==> config.mk <==
export PLATFORM = sky130hd
export DESIGN_NAME = spi_loop_tester
export DESIGN_NICKNAME = d
export VERILOG_FILES = /design/src/rtl/spi_loop_pkg.sv /design/src/rtl/spi_word_engine.sv /design/src/rtl/spi_loop_tester.sv
export SDC_FILE = /design/constraint.sdc
export NUM_CORES = 1
export LEC_CHECK = 0
export CAP_MARGIN = 20
export CORE_ASPECT_RATIO = 0.8
export CORE_MARGIN = 2
export CORE_UTILIZATION = 40
export DETAILED_ROUTE_END_ITERATION = 16
export SYNTH_ARGS = -nofsm -noshare
export SYNTH_HDL_FRONTEND = slang
export SYNTH_HIERARCHICAL = 1
export SYNTH_SLANG_ARGS = --single-unit
==> constraint.sdc <==
create_clock -name clk -period 5.5 [get_ports clk]
set_input_delay 1.1 -clock clk [delete_from_list [all_inputs] [get_ports clk]]
set_output_delay 1.1 -clock clk [all_outputs]
set_load 0.03 [all_outputs]
==> src/rtl/spi_loop_pkg.sv <==
// spi_loop_pkg: shared types for the SPI loopback self-test controller.
// Holds the burst FSM state encoding and the bit positions of the SPI
// mode word {cpol, cpha} passed between the controller and the word engine.
package spi_loop_pkg;

    typedef enum logic [2:0] {
        IDLE,
        SETUP,
        SHIFT,
        GAP,
        FIN
    } state_t;

    // Mode word layout: mode[MODE_CPOL_BIT] = cpol, mode[MODE_CPHA_BIT] = cpha.
    localparam int MODE_CPHA_BIT = 0;
    localparam int MODE_CPOL_BIT = 1;

endpackage

==> src/rtl/spi_word_engine.sv <==
// spi_word_engine: moves one DATA_W-bit word, MSB first, over SPI.
// Owns the half-period timer, SCLK generation, the MOSI shifter, the MISO
// sampler and the 2-flop MISO synchroniser. The controller loads a word on
// SETUP entry (load_i), starts the 2*DATA_W edges at the end of SETUP (go_i)
// and is told via word_done_o when the last SHIFT half-period has elapsed.
module spi_word_engine
    import spi_loop_pkg::*;
#(
    parameter int DATA_W = 8,
    parameter int DIV_W  = 16
) (
    input  logic              clk,
    input  logic              rst,
    input  logic              en_i,
    input  logic [DIV_W-1:0]  half_i,
    input  logic [1:0]        mode_i,
    input  logic              load_i,
    input  logic [DATA_W-1:0] tx_word_i,
    input  logic              go_i,
    input  logic              miso_i,
    output logic              tick_o,
    output logic              word_done_o,
    output logic [DATA_W-1:0] rx_word_o,
    output logic              sclk_o,
    output logic              mosi_o
);

    localparam int EDGES = 2 * DATA_W;
    localparam int EW    = $clog2(EDGES + 1);

    logic [DIV_W-1:0]  cnt_q;
    logic [EW-1:0]     edge_q;
    logic              active_q;
    logic [DATA_W-1:0] tx_q;
    logic [DATA_W-1:0] rx_q;
    logic              sclk_q;
    logic              mosi_q;
    logic              miso_s1_q;
    logic              miso_s2_q;

    logic              last_edge;
    logic              edge_ev;
    logic              sample_ev;
    logic [EW-1:0]     edge_d;

    // Edge bookkeeping: which clock edge is an SCLK edge, and what it does.
    // NOTE: every signal gets a value on every pass through always_comb, so no latch is inferred.
    always_comb begin
        tick_o      = en_i && (cnt_q == half_i - DIV_W'(1));
        last_edge   = active_q && (edge_q == EW'(EDGES));
        word_done_o = last_edge && tick_o;
        edge_ev     = go_i || (active_q && tick_o && !last_edge);
        edge_d      = go_i ? EW'(1) : edge_q + EW'(1);
        // Odd edges are leading edges; cpha=0 samples on them, cpha=1 shifts on them.
        sample_ev   = edge_ev && (edge_d[0] != mode_i[MODE_CPHA_BIT]);
    end

    // Half-period timer: free-runs while a burst is active, wraps every H cycles.
    // NOTE: sequential state uses non-blocking assignments so every flop sees pre-edge values.
    always_ff @(posedge clk or posedge rst) begin
        if (rst) begin
            cnt_q <= '0;
        end else if (!en_i || tick_o) begin
            cnt_q <= '0;
        end else begin
            cnt_q <= cnt_q + DIV_W'(1);
        end
    end

    // Two-flop synchroniser for the asynchronous MISO input.
    always_ff @(posedge clk or posedge rst) begin
        if (rst) begin
            miso_s1_q <= 1'b0;
            miso_s2_q <= 1'b0;
        end else begin
            miso_s1_q <= miso_i;
            miso_s2_q <= miso_s1_q;
        end
    end

    // Word shifter: load on SETUP entry, then toggle SCLK and shift/sample per edge.
    always_ff @(posedge clk or posedge rst) begin
        if (rst) begin
            active_q <= 1'b0;
            edge_q   <= '0;
            tx_q     <= '0;
            rx_q     <= '0;
            sclk_q   <= 1'b0;
            mosi_q   <= 1'b0;
        end else if (load_i) begin
            active_q <= 1'b0;
            edge_q   <= '0;
            sclk_q   <= mode_i[MODE_CPOL_BIT];
            if (!mode_i[MODE_CPHA_BIT]) begin
                // cpha=0 presents the MSB before the first edge.
                mosi_q <= tx_word_i[DATA_W-1];
                tx_q   <= tx_word_i << 1;
            end else begin
                tx_q   <= tx_word_i;
            end
        end else begin
            if (go_i) begin
                active_q <= 1'b1;
            end else if (word_done_o) begin
                active_q <= 1'b0;
            end
            if (edge_ev) begin
                edge_q <= edge_d;
                sclk_q <= ~sclk_q;
            end
            if (sample_ev) begin
                rx_q <= {rx_q[DATA_W-2:0], miso_s2_q};
            end
            if (edge_ev && !sample_ev) begin
                mosi_q <= tx_q[DATA_W-1];
                tx_q   <= tx_q << 1;
            end
        end
    end

    assign rx_word_o = rx_q;
    assign sclk_o    = sclk_q;
    assign mosi_o    = mosi_q;

endmodule

==> src/rtl/spi_loop_tester.sv <==
// spi_loop_tester: SPI loopback self-test controller.
// Sends burst_len words (seed, seed+1, ...) over SPI in any CPOL/CPHA mode,
// compares each word returned on MISO with the word sent, and reports
// transfer/error counts and a pass flag. Optional build macro:
//   SPI_LOOP_STOP_ON_ERR_EN - end the burst after the first mismatching word.
module spi_loop_tester
    import spi_loop_pkg::*;
#(
    parameter int  DATA_W = 8,
    parameter int  NUM_CS = 2,
    parameter int  DIV_W  = 16,
    parameter int  CNT_W  = 16,
    localparam int SEL_W  = (NUM_CS > 1) ? $clog2(NUM_CS) : 1
) (
    input  logic              clk,
    input  logic              rst,
    input  logic              start,
    input  logic [DIV_W-1:0]  baud_div,
    input  logic              cpol,
    input  logic              cpha,
    input  logic [SEL_W-1:0]  cs_sel,
    input  logic [CNT_W-1:0]  burst_len,
    input  logic [DATA_W-1:0] seed,
    output logic              sclk,
    output logic              mosi,
    input  logic              miso,
    output logic [NUM_CS-1:0] cs_n,
    output logic              busy,
    output logic              done,
    output logic              pass,
    output logic [CNT_W-1:0]  xfer_count,
    output logic [CNT_W-1:0]  err_count,
    output logic [DATA_W-1:0] last_rx
);

    state_t            state_q;
    logic [DIV_W-1:0]  half_q;
    logic [1:0]        mode_q;
    logic [SEL_W-1:0]  sel_q;
    logic [CNT_W-1:0]  len_q;
    logic [DATA_W-1:0] word_q;
    logic [NUM_CS-1:0] cs_n_q;
    logic              busy_q;
    logic              done_q;
    logic              pass_q;
    logic [CNT_W-1:0]  xfer_q;
    logic [CNT_W-1:0]  err_q;
    logic [DATA_W-1:0] last_rx_q;
`ifdef SPI_LOOP_STOP_ON_ERR_EN
    logic              stop_q;
`endif

    logic              tick;
    logic              word_done;
    logic [DATA_W-1:0] rx_word;
    logic              accept;
    logic              burst_over;
    logic              enter_setup;
    logic              go;
    logic              mismatch;
    logic [DATA_W-1:0] next_word;
    logic [1:0]        eng_mode;

    // Active-low select pattern; an out-of-range select asserts nothing.
    function automatic logic [NUM_CS-1:0] cs_mask(input logic [SEL_W-1:0] sel);
        logic [NUM_CS-1:0] m;
        m = '1;
        for (int i = 0; i < NUM_CS; i++) begin
            if (int'(sel) == i) begin
                m[i] = 1'b0;
            end
        end
        return m;
    endfunction

    // Engine handshake and word bookkeeping; IDLE uses live inputs, later states the latched copy.
    always_comb begin
        accept      = (state_q == IDLE) && start;
`ifdef SPI_LOOP_STOP_ON_ERR_EN
        burst_over  = (xfer_q == len_q) || stop_q;
`else
        burst_over  = (xfer_q == len_q);
`endif
        enter_setup = (accept && (burst_len != '0)) ||
                      ((state_q == GAP) && tick && !burst_over);
        go          = (state_q == SETUP) && tick;
        next_word   = (state_q == IDLE) ? seed : word_q + DATA_W'(1);
        eng_mode    = (state_q == IDLE) ? {cpol, cpha} : mode_q;
        mismatch    = (rx_word != word_q);
    end

    spi_word_engine #(
        .DATA_W (DATA_W),
        .DIV_W  (DIV_W)
    ) u_engine (
        .clk         (clk),
        .rst         (rst),
        .en_i        (busy_q),
        .half_i      (half_q),
        .mode_i      (eng_mode),
        .load_i      (enter_setup),
        .tx_word_i   (next_word),
        .go_i        (go),
        .miso_i      (miso),
        .tick_o      (tick),
        .word_done_o (word_done),
        .rx_word_o   (rx_word),
        .sclk_o      (sclk),
        .mosi_o      (mosi)
    );

    // Burst FSM with registered status outputs and statistics.
    always_ff @(posedge clk or posedge rst) begin
        if (rst) begin
            state_q   <= IDLE;
            half_q    <= DIV_W'(1);
            mode_q    <= '0;
            sel_q     <= '0;
            len_q     <= '0;
            word_q    <= '0;
            cs_n_q    <= '1;
            busy_q    <= 1'b0;
            done_q    <= 1'b0;
            pass_q    <= 1'b0;
            xfer_q    <= '0;
            err_q     <= '0;
            last_rx_q <= '0;
`ifdef SPI_LOOP_STOP_ON_ERR_EN
            stop_q    <= 1'b0;
`endif
        end else begin
            done_q <= 1'b0;
            case (state_q)
                IDLE: begin
                    if (start) begin
                        half_q <= (baud_div == '0) ? DIV_W'(1) : baud_div;
                        mode_q <= {cpol, cpha};
                        sel_q  <= cs_sel;
                        len_q  <= burst_len;
                        word_q <= seed;
                        xfer_q <= '0;
                        err_q  <= '0;
                        pass_q <= 1'b0;
`ifdef SPI_LOOP_STOP_ON_ERR_EN
                        stop_q <= 1'b0;
`endif
                        if (burst_len == '0) begin
                            state_q <= FIN;
                            done_q  <= 1'b1;
                            pass_q  <= 1'b1;
                        end else begin
                            state_q <= SETUP;
                            busy_q  <= 1'b1;
                            cs_n_q  <= cs_mask(cs_sel);
                        end
                    end
                end
                SETUP: begin
                    if (tick) begin
                        state_q <= SHIFT;
                    end
                end
                SHIFT: begin
                    if (word_done) begin
                        state_q   <= GAP;
                        cs_n_q    <= '1;
                        last_rx_q <= rx_word;
                        xfer_q    <= xfer_q + CNT_W'(1);
                        if (mismatch) begin
                            if (err_q != '1) begin
                                err_q <= err_q + CNT_W'(1);
                            end
`ifdef SPI_LOOP_STOP_ON_ERR_EN
                            stop_q <= 1'b1;
`endif
                        end
                    end
                end
                GAP: begin
                    if (tick) begin
                        if (burst_over) begin
                            state_q <= FIN;
                            busy_q  <= 1'b0;
                            done_q  <= 1'b1;
                            pass_q  <= (err_q == '0);
                        end else begin
                            state_q <= SETUP;
                            cs_n_q  <= cs_mask(sel_q);
                            word_q  <= next_word;
                        end
                    end
                end
                FIN: begin
                    state_q <= IDLE;
                end
                default: begin
                    state_q <= IDLE;
                end
            endcase
        end
    end

    assign cs_n       = cs_n_q;
    assign busy       = busy_q;
    assign done       = done_q;
    assign pass       = pass_q;
    assign xfer_count = xfer_q;
    assign err_count  = err_q;
    assign last_rx    = last_rx_q;

endmodule

Yosys cells after proc, flatten, opt, wreduce, memory -nomap -nowiden

Index checks and enable logic that the tools add are counted.

Add/sub/neg operators: 6
Multiply operators: 0
Div/mod/pow operators: 0
Order comparisons: 0
Equality and inequality tests: 19
Shift-type cells: 0
Multiplexer cells: 60
Bitwise operators: 2
Reduce and logical (&&, ||, !) cells: 41

Operators by type and width:

| cell                  | number |
|---|---|
| $mux 16               | 7 |
| $pmux 16 s2           | 2 |
| $mux 8                | 7 |
| $add 16x1->16 const B | 3 |
| $logic_not 16->1      | 3 |
| $eq 16x16->1          | 2 |
| $mux 1                | 23 |
| $mux 3                | 6 |
| $ne 2x2->1 const B    | 9 |
| $ne 16x16->1 const B  | 1 |
| $pmux 8 s2            | 1 |
| $reduce_bool 16->1    | 1 |
| $sub 16x1->16 const B | 1 |
| $mux 5                | 3 |
| $logic_and 1x1->1     | 12 |
| $mux 2                | 6 |
| $pmux 3 s4            | 1 |
| $reduce_and 4->1      | 3 |
| $reduce_and 5->1      | 2 |
| $add 8x1->8 const B   | 1 |
| $ne 8x8->1            | 1 |
| $reduce_and 2->1      | 4 |
| $reduce_bool 2->1     | 4 |
| $eq 3x2->1 const B    | 2 |
| 14 further kinds      | 23 |

Bits in registers: 133
Latch bits: 0
Bits in writable memories: 0
Memory bits (read-only): 0
Output and inout port bits: 47
Memories kept: 0

Longest topological paths before layout

Depth in word-level cells: 11
Gate-level depth with buffers: 19
Gate-level depth less buffers: 16

Cells and area by module

Netlist, hierarchy kept.

By module, submodules not included:

| module          | instances | cells an instance | area each (µm²) | seq. area each (µm²) |
|---|---|---|---|---|
| spi_loop_tester | 1         | 525               | 4,758.3         | 2,280.9 |
| spi_word_engine | 1         | 409               | 3,488.3         | 1,051.0 |

Worst setup path after synthesis

OpenSTA, ideal clock, no wires.

Kind: register to register
From: reg half_q[0]
To: reg u_engine.rx_q[1], in the netlist u_engine/rx_word_o[1]
Setup time: 0.127 ns
Data arrival time: 4.614 ns
Required time: 5.373 ns
Slack: 0.759 ns
Cell stages (with the launch flop): 19
Buffers on the path: 4
Clock period less this slack: 4.741 ns
Path through: dfstp_2 > clkbuf_1 > inv_1 > ha_1 > or3b_1 > buf_2 > or4_4 > a2111oi_4 > nand3b_1 > nor4b_2 > nand3_1 > inv_1 > clkbuf_1 > nor3b_1 > nor2_1 > nand4_4 > buf_6 > mux2i_1 > a311o_2

Word-level cells in the longest chain between the ends: 8
Elaborated cells on any way between the ends: 15

Ends and longest elaborated chain:

| what                                | line                   | source |
|---|---|---|
| start: declaration                  | spi_loop_tester.sv:37  | `logic [DIV_W-1:0] half_q;` |
| start signal: assignment            | spi_loop_tester.sv:136 | `half_q <= (baud_div == '0) ? DIV_W'(1) : baud_div;` |
| $sub 16x1->16 *                     | spi_word_engine.sv:49  | `tick_o = en_i && (cnt_q == half_i - DIV_W'(1));` |
| $eq 16x16->1 *                      | spi_word_engine.sv:49  |  |
| $logic_and 1x1->1 *                 | spi_word_engine.sv:49  |  |
| named net tick                      | spi_loop_tester.sv:53  | `logic tick;` |
| $logic_and 1x1->1 *                 | spi_loop_tester.sv:86  | `go = (state_q == SETUP) && tick;` |
| named net go                        | spi_loop_tester.sv:59  | `logic go;` |
| $mux 5                              | spi_word_engine.sv:53  | `edge_d = go_i ? EW'(1) : edge_q + EW'(1);` |
| $ne 1x1->1                          | spi_word_engine.sv:55  | `sample_ev = edge_ev && (edge_d[0] != mode_i[MODE_CPHA_BIT]);` |
| $logic_and 1x1->1 *                 | spi_word_engine.sv:55  |  |
| $reduce_and 2->1 (no source line) * | -                      |  |
| end signal: assignment              | spi_word_engine.sv:112 | `rx_q <= {rx_q[DATA_W-2:0], miso_s2_q};` |
| end: declaration                    | spi_word_engine.sv:35  | `logic [DATA_W-1:0] rx_q;` |

The timed path passes the listed nets; every way through them passes the cells marked *.
A chain may end at the register's enable or synchronous reset.

Final worst setup path

From: reg half_q[1]
To: reg err_q[8], in the netlist err_count[8]

Word-level cells in the longest chain between the ends: 6

Ends and longest elaborated chain:

| what                              | line                   | source |
|---|---|---|
| $sub 16x1->16                     | spi_word_engine.sv:49  |  |
| $eq 16x16->1                      | spi_word_engine.sv:49  |  |
| $logic_and 1x1->1                 | spi_word_engine.sv:49  |  |
| $logic_and 1x1->1                 | spi_word_engine.sv:51  | `word_done_o = last_edge && tick_o;` |
| named net word_done               | spi_loop_tester.sv:54  | `logic word_done;` |
| $ne 2x1->1 (no source line)       | -                      |  |
| $reduce_and 5->1 (no source line) | -                      |  |
| end signal: assignment            | spi_loop_tester.sv:171 | `err_q <= err_q + CNT_W'(1);` |
| end: declaration                  | spi_loop_tester.sv:47  | `logic [CNT_W-1:0] err_q;` |

The timed path passes the listed nets, and every way through them passes these cells.

==> summary.md <==
| Metric | Value |
|---|---|
| Status | `finished clean` |
| CTS clk-pin slew, worst paths | `60 ps` |
| CTS tree | `yes` |
| Power, Total | `2130 uW` |
| # setup viols final | `0` |
| Initial Utilization | `41.2%` |
| Crit path required time | `5840 ps` |
| Number of I/O port buffers | `93` |
| Initial DRC count | `418` |
| Fillers | `1947` |
| Area of all sequential standard cells | `3330 sq um` |
| Mapped Cells | `934` |
| Worst hold path type | `reg -> reg` |
| Cts repair resizes | `0` |
| Detailed Place HPWL | `15.2 mm` |
| Peak supply drop | `0.146 mV` |
| Clock root cell | `clkbuf_16` |
| ANT cells | `0` |
| Layout cells sized above 1 | `9.07%` |
| Hold_buf cts | `0` |
| Die area | `21800 sq um` |
| Die height | `132 um` |
| Startpoint types | `flip-flop` |
| Die width | `165 um` |
| # clock sinks | `133` |
| Hold Vio Cnt, Final | `0` |
| Row count | `46` |
| Clk Latency, worst-skew pair | `420 ps` |
| Max-slew violations | `0` |
| Max Freq | `203 MHz` |
| Synthesized area per cell | `8.83 sq um` |
| First-pass GRT wire length | `35.8 mm` |
| # nets final | `1067` |
| Total track usage | `20.5%` |
| Setup Skew | `12.0 ps` |
| Post-CTS Setup Inserts | `0` |
| Cell area after synthesis | `8250 sq um` |
| Seq/Total Area, Yosys | `40.4%` |
| Total CTS buffers | `17` |
| P per Cell Area | `215 nW/um^2` |
| Fin crit share | `89.6%` |
| Arr. time, crit path | `5270 ps` |
| Total number of vias | `7161` |
| Largest net degree at the start of global routing | `67` |
| Initial antenna violation count | `0` |
| Synthesized net count | `989` |
| CTS H-tree lvls | `4` |
| GRT overflow | `0` |
| # IOs | `94` |
| Asr flop ratio synth | `100%` |
| Total wire length | `21.7 mm` |
| Final worst path period need | `4930 ps` |
| Max-cap violations | `0` |
| Distinct cell type count after synthesis | `87` |
| Critical path endpoint category | `flip-flop` |
| TritonRoute pass-1 iters | `5` |
| Multi-input combinational cell area | `4570 sq um` |
| Crit path max fanout | `31` |
| Kind of critical path | `reg -> reg` |
| Ys flop type | `dfrtp_1` |
| Area growth from synthesis to layout | `20.3%` |
| GP Congestion | `0.884` |
| WL per Instance | `16.9 um` |
| Vias per cell | `5.56` |
| TNS Setup | `0 ps` |
| Max-Slew Margin vs Limit | `33.1%` |
| Worst Tran Pin Value | `1000 ps` |
| DRC Markers | `0` |
| Static leakage | `0.00436 uW` |
| Max clock buf depth | `2` |
| EDFF count, synth | `0` |
| Synthesized flop and latch total | `133` |
| Ys Warns | `6` |
| Number of global-route vias before repair | `6880` |
| ANT nets after route | `0` |
| Core ar. | `20000 sq um` |
| RSZ-0062 raised after global routing | `no` |
[cells in the mapped netlist (all sizes together) (9+ instances only)]
library cell	n	area, sq um
a21oi	32	171
a311o	9	98.9
and3	13	81.3
buf	20	143
clkbuf	25	93.8
dfrtp	130	3250
inv	28	105
mux2	11	128
mux2i	29	290
nand2	219	832
nand2b	9	58.8
nand3	28	140
nand4	25	184
nor2	61	258
nor3	16	101
nor4	23	165
o211ai	12	90.1
o21ai	30	154
o31ai	9	67.6
or3	12	77.6
or4	14	113
xnor2	30	263
xor2	45	394
[flip-flops by register name, summed over array words and instances, names as in the netlist, 2 cells and up]
register	cells
word_q	8
state_q	3
u_engine/edge_q	5
err_count	16
last_rx	8
half_q	16
u_engine/tx_q	8
mode_q	2
u_engine/cnt_q	16
len_q	16
u_engine/rx_word_o	8
cs_n	2
xfer_count	16
[per-layer routing]
layer / global-route usage [%] / up-vias / routed length (um)
li1: - / 3493 / -
met1: 30.1 / 3498 / 10800
met2: 31.1 / 156 / 9700
met3: 4.01 / 14 / 1060
met4: 5.17 / 0 / 174
met5: 0 / - / 0
[worst max-delay path, cell delays in order (launching register included)]
cell	delay [ps]
dfrtp_1	460
inv_1	90
ha_1	290
or3b_1	480
or4_4	530
a2111oi_4	390
nand3b_1	130
nor4b_2	410
nand4_2	210
nor2_1	340
mux2_4	260
nand2_4	60
a41oi_2	160
o21ai_2	300
or4_1	570
a21oi_1	150
[cell families (layout without fill, tap and decap cells)]
kind of cell	count (synthesis)	in the layout	share of synthesized area, %
buffers and inverters	74	165	4.19
adder cells (fa/ha/maj)	8	8	1.21
XOR/XNOR	76	76	8.24
multiplexers	40	40	5.07
flip-flops	133	133	40.4
AO/OA/AOI/OAI	156	156	14.0
AND/OR/NAND/NOR	447	447	26.9
[layout make-up]
type | count | share of cell area [%]
clock inverters | 13 | 1.01
repair buffers | 104 | 10.3
multi-input cells | 727 | 46.1
flip-flops and latches | 133 | 33.6
well taps | 264 | 3.33
inverters | 29 | 1.12
clock buffers | 19 | 4.57
[cell usage in the layout (no fill, tap or decap), drive strengths merged, types with 13 or more instances in the layout]
master / n
nor2: 61
and3: 13
dfrtp: 130
o21ai: 30
clkbuf: 19
nand3: 28
or4: 14
nor3: 16
xnor2: 30
nand4: 25
xor2: 45
mux2i: 29
nor4: 23
inv: 31
a21oi: 32
nand2: 219
clkdlybuf4s50: 93
[final timing paths]
path	start	end	slack, ps	cells past startpoint
setup / recovery	half_q[1]	err_count[8]	570	15
hold / removal	u_engine/miso_s1_q	u_engine/miso_s2_q	350	0
setup reg to reg	half_q[1]	err_count[8]	570	15
hold reg to reg	u_engine/miso_s1_q	u_engine/miso_s2_q	350	0
max in group asynchronous	rst	cs_n[0]	3320	3
min in group asynchronous	rst	u_engine/cnt_q[11]	1220	3
[metrics by stage]
stage	hold slack, ps	instance area, sq um	setup slack [ps]	utilization (%)	std cells
floorplan	331	8250	759	-	934
global placement	333	9350	813	46.7	1256
finish	352	9920	571	49.5	1289
global route	359	9920	279	49.5	1289
CTS	354	9910	598	49.5	1288
detailed placement	339	9350	608	46.7	1256
[power breakdown]
part / switching [uW] / leakage [uW] / internal, uW / total (uW)
Sequential: 0.777 / 0.00176 / 981 / 981
Combinational: 36.7 / 0.00233 / 35.4 / 72.1
Clock: 470 / 0.000270 / 606 / 1080
Total: 507 / 0.00436 / 1620 / 2130
(Power assumes the default switching activity.)
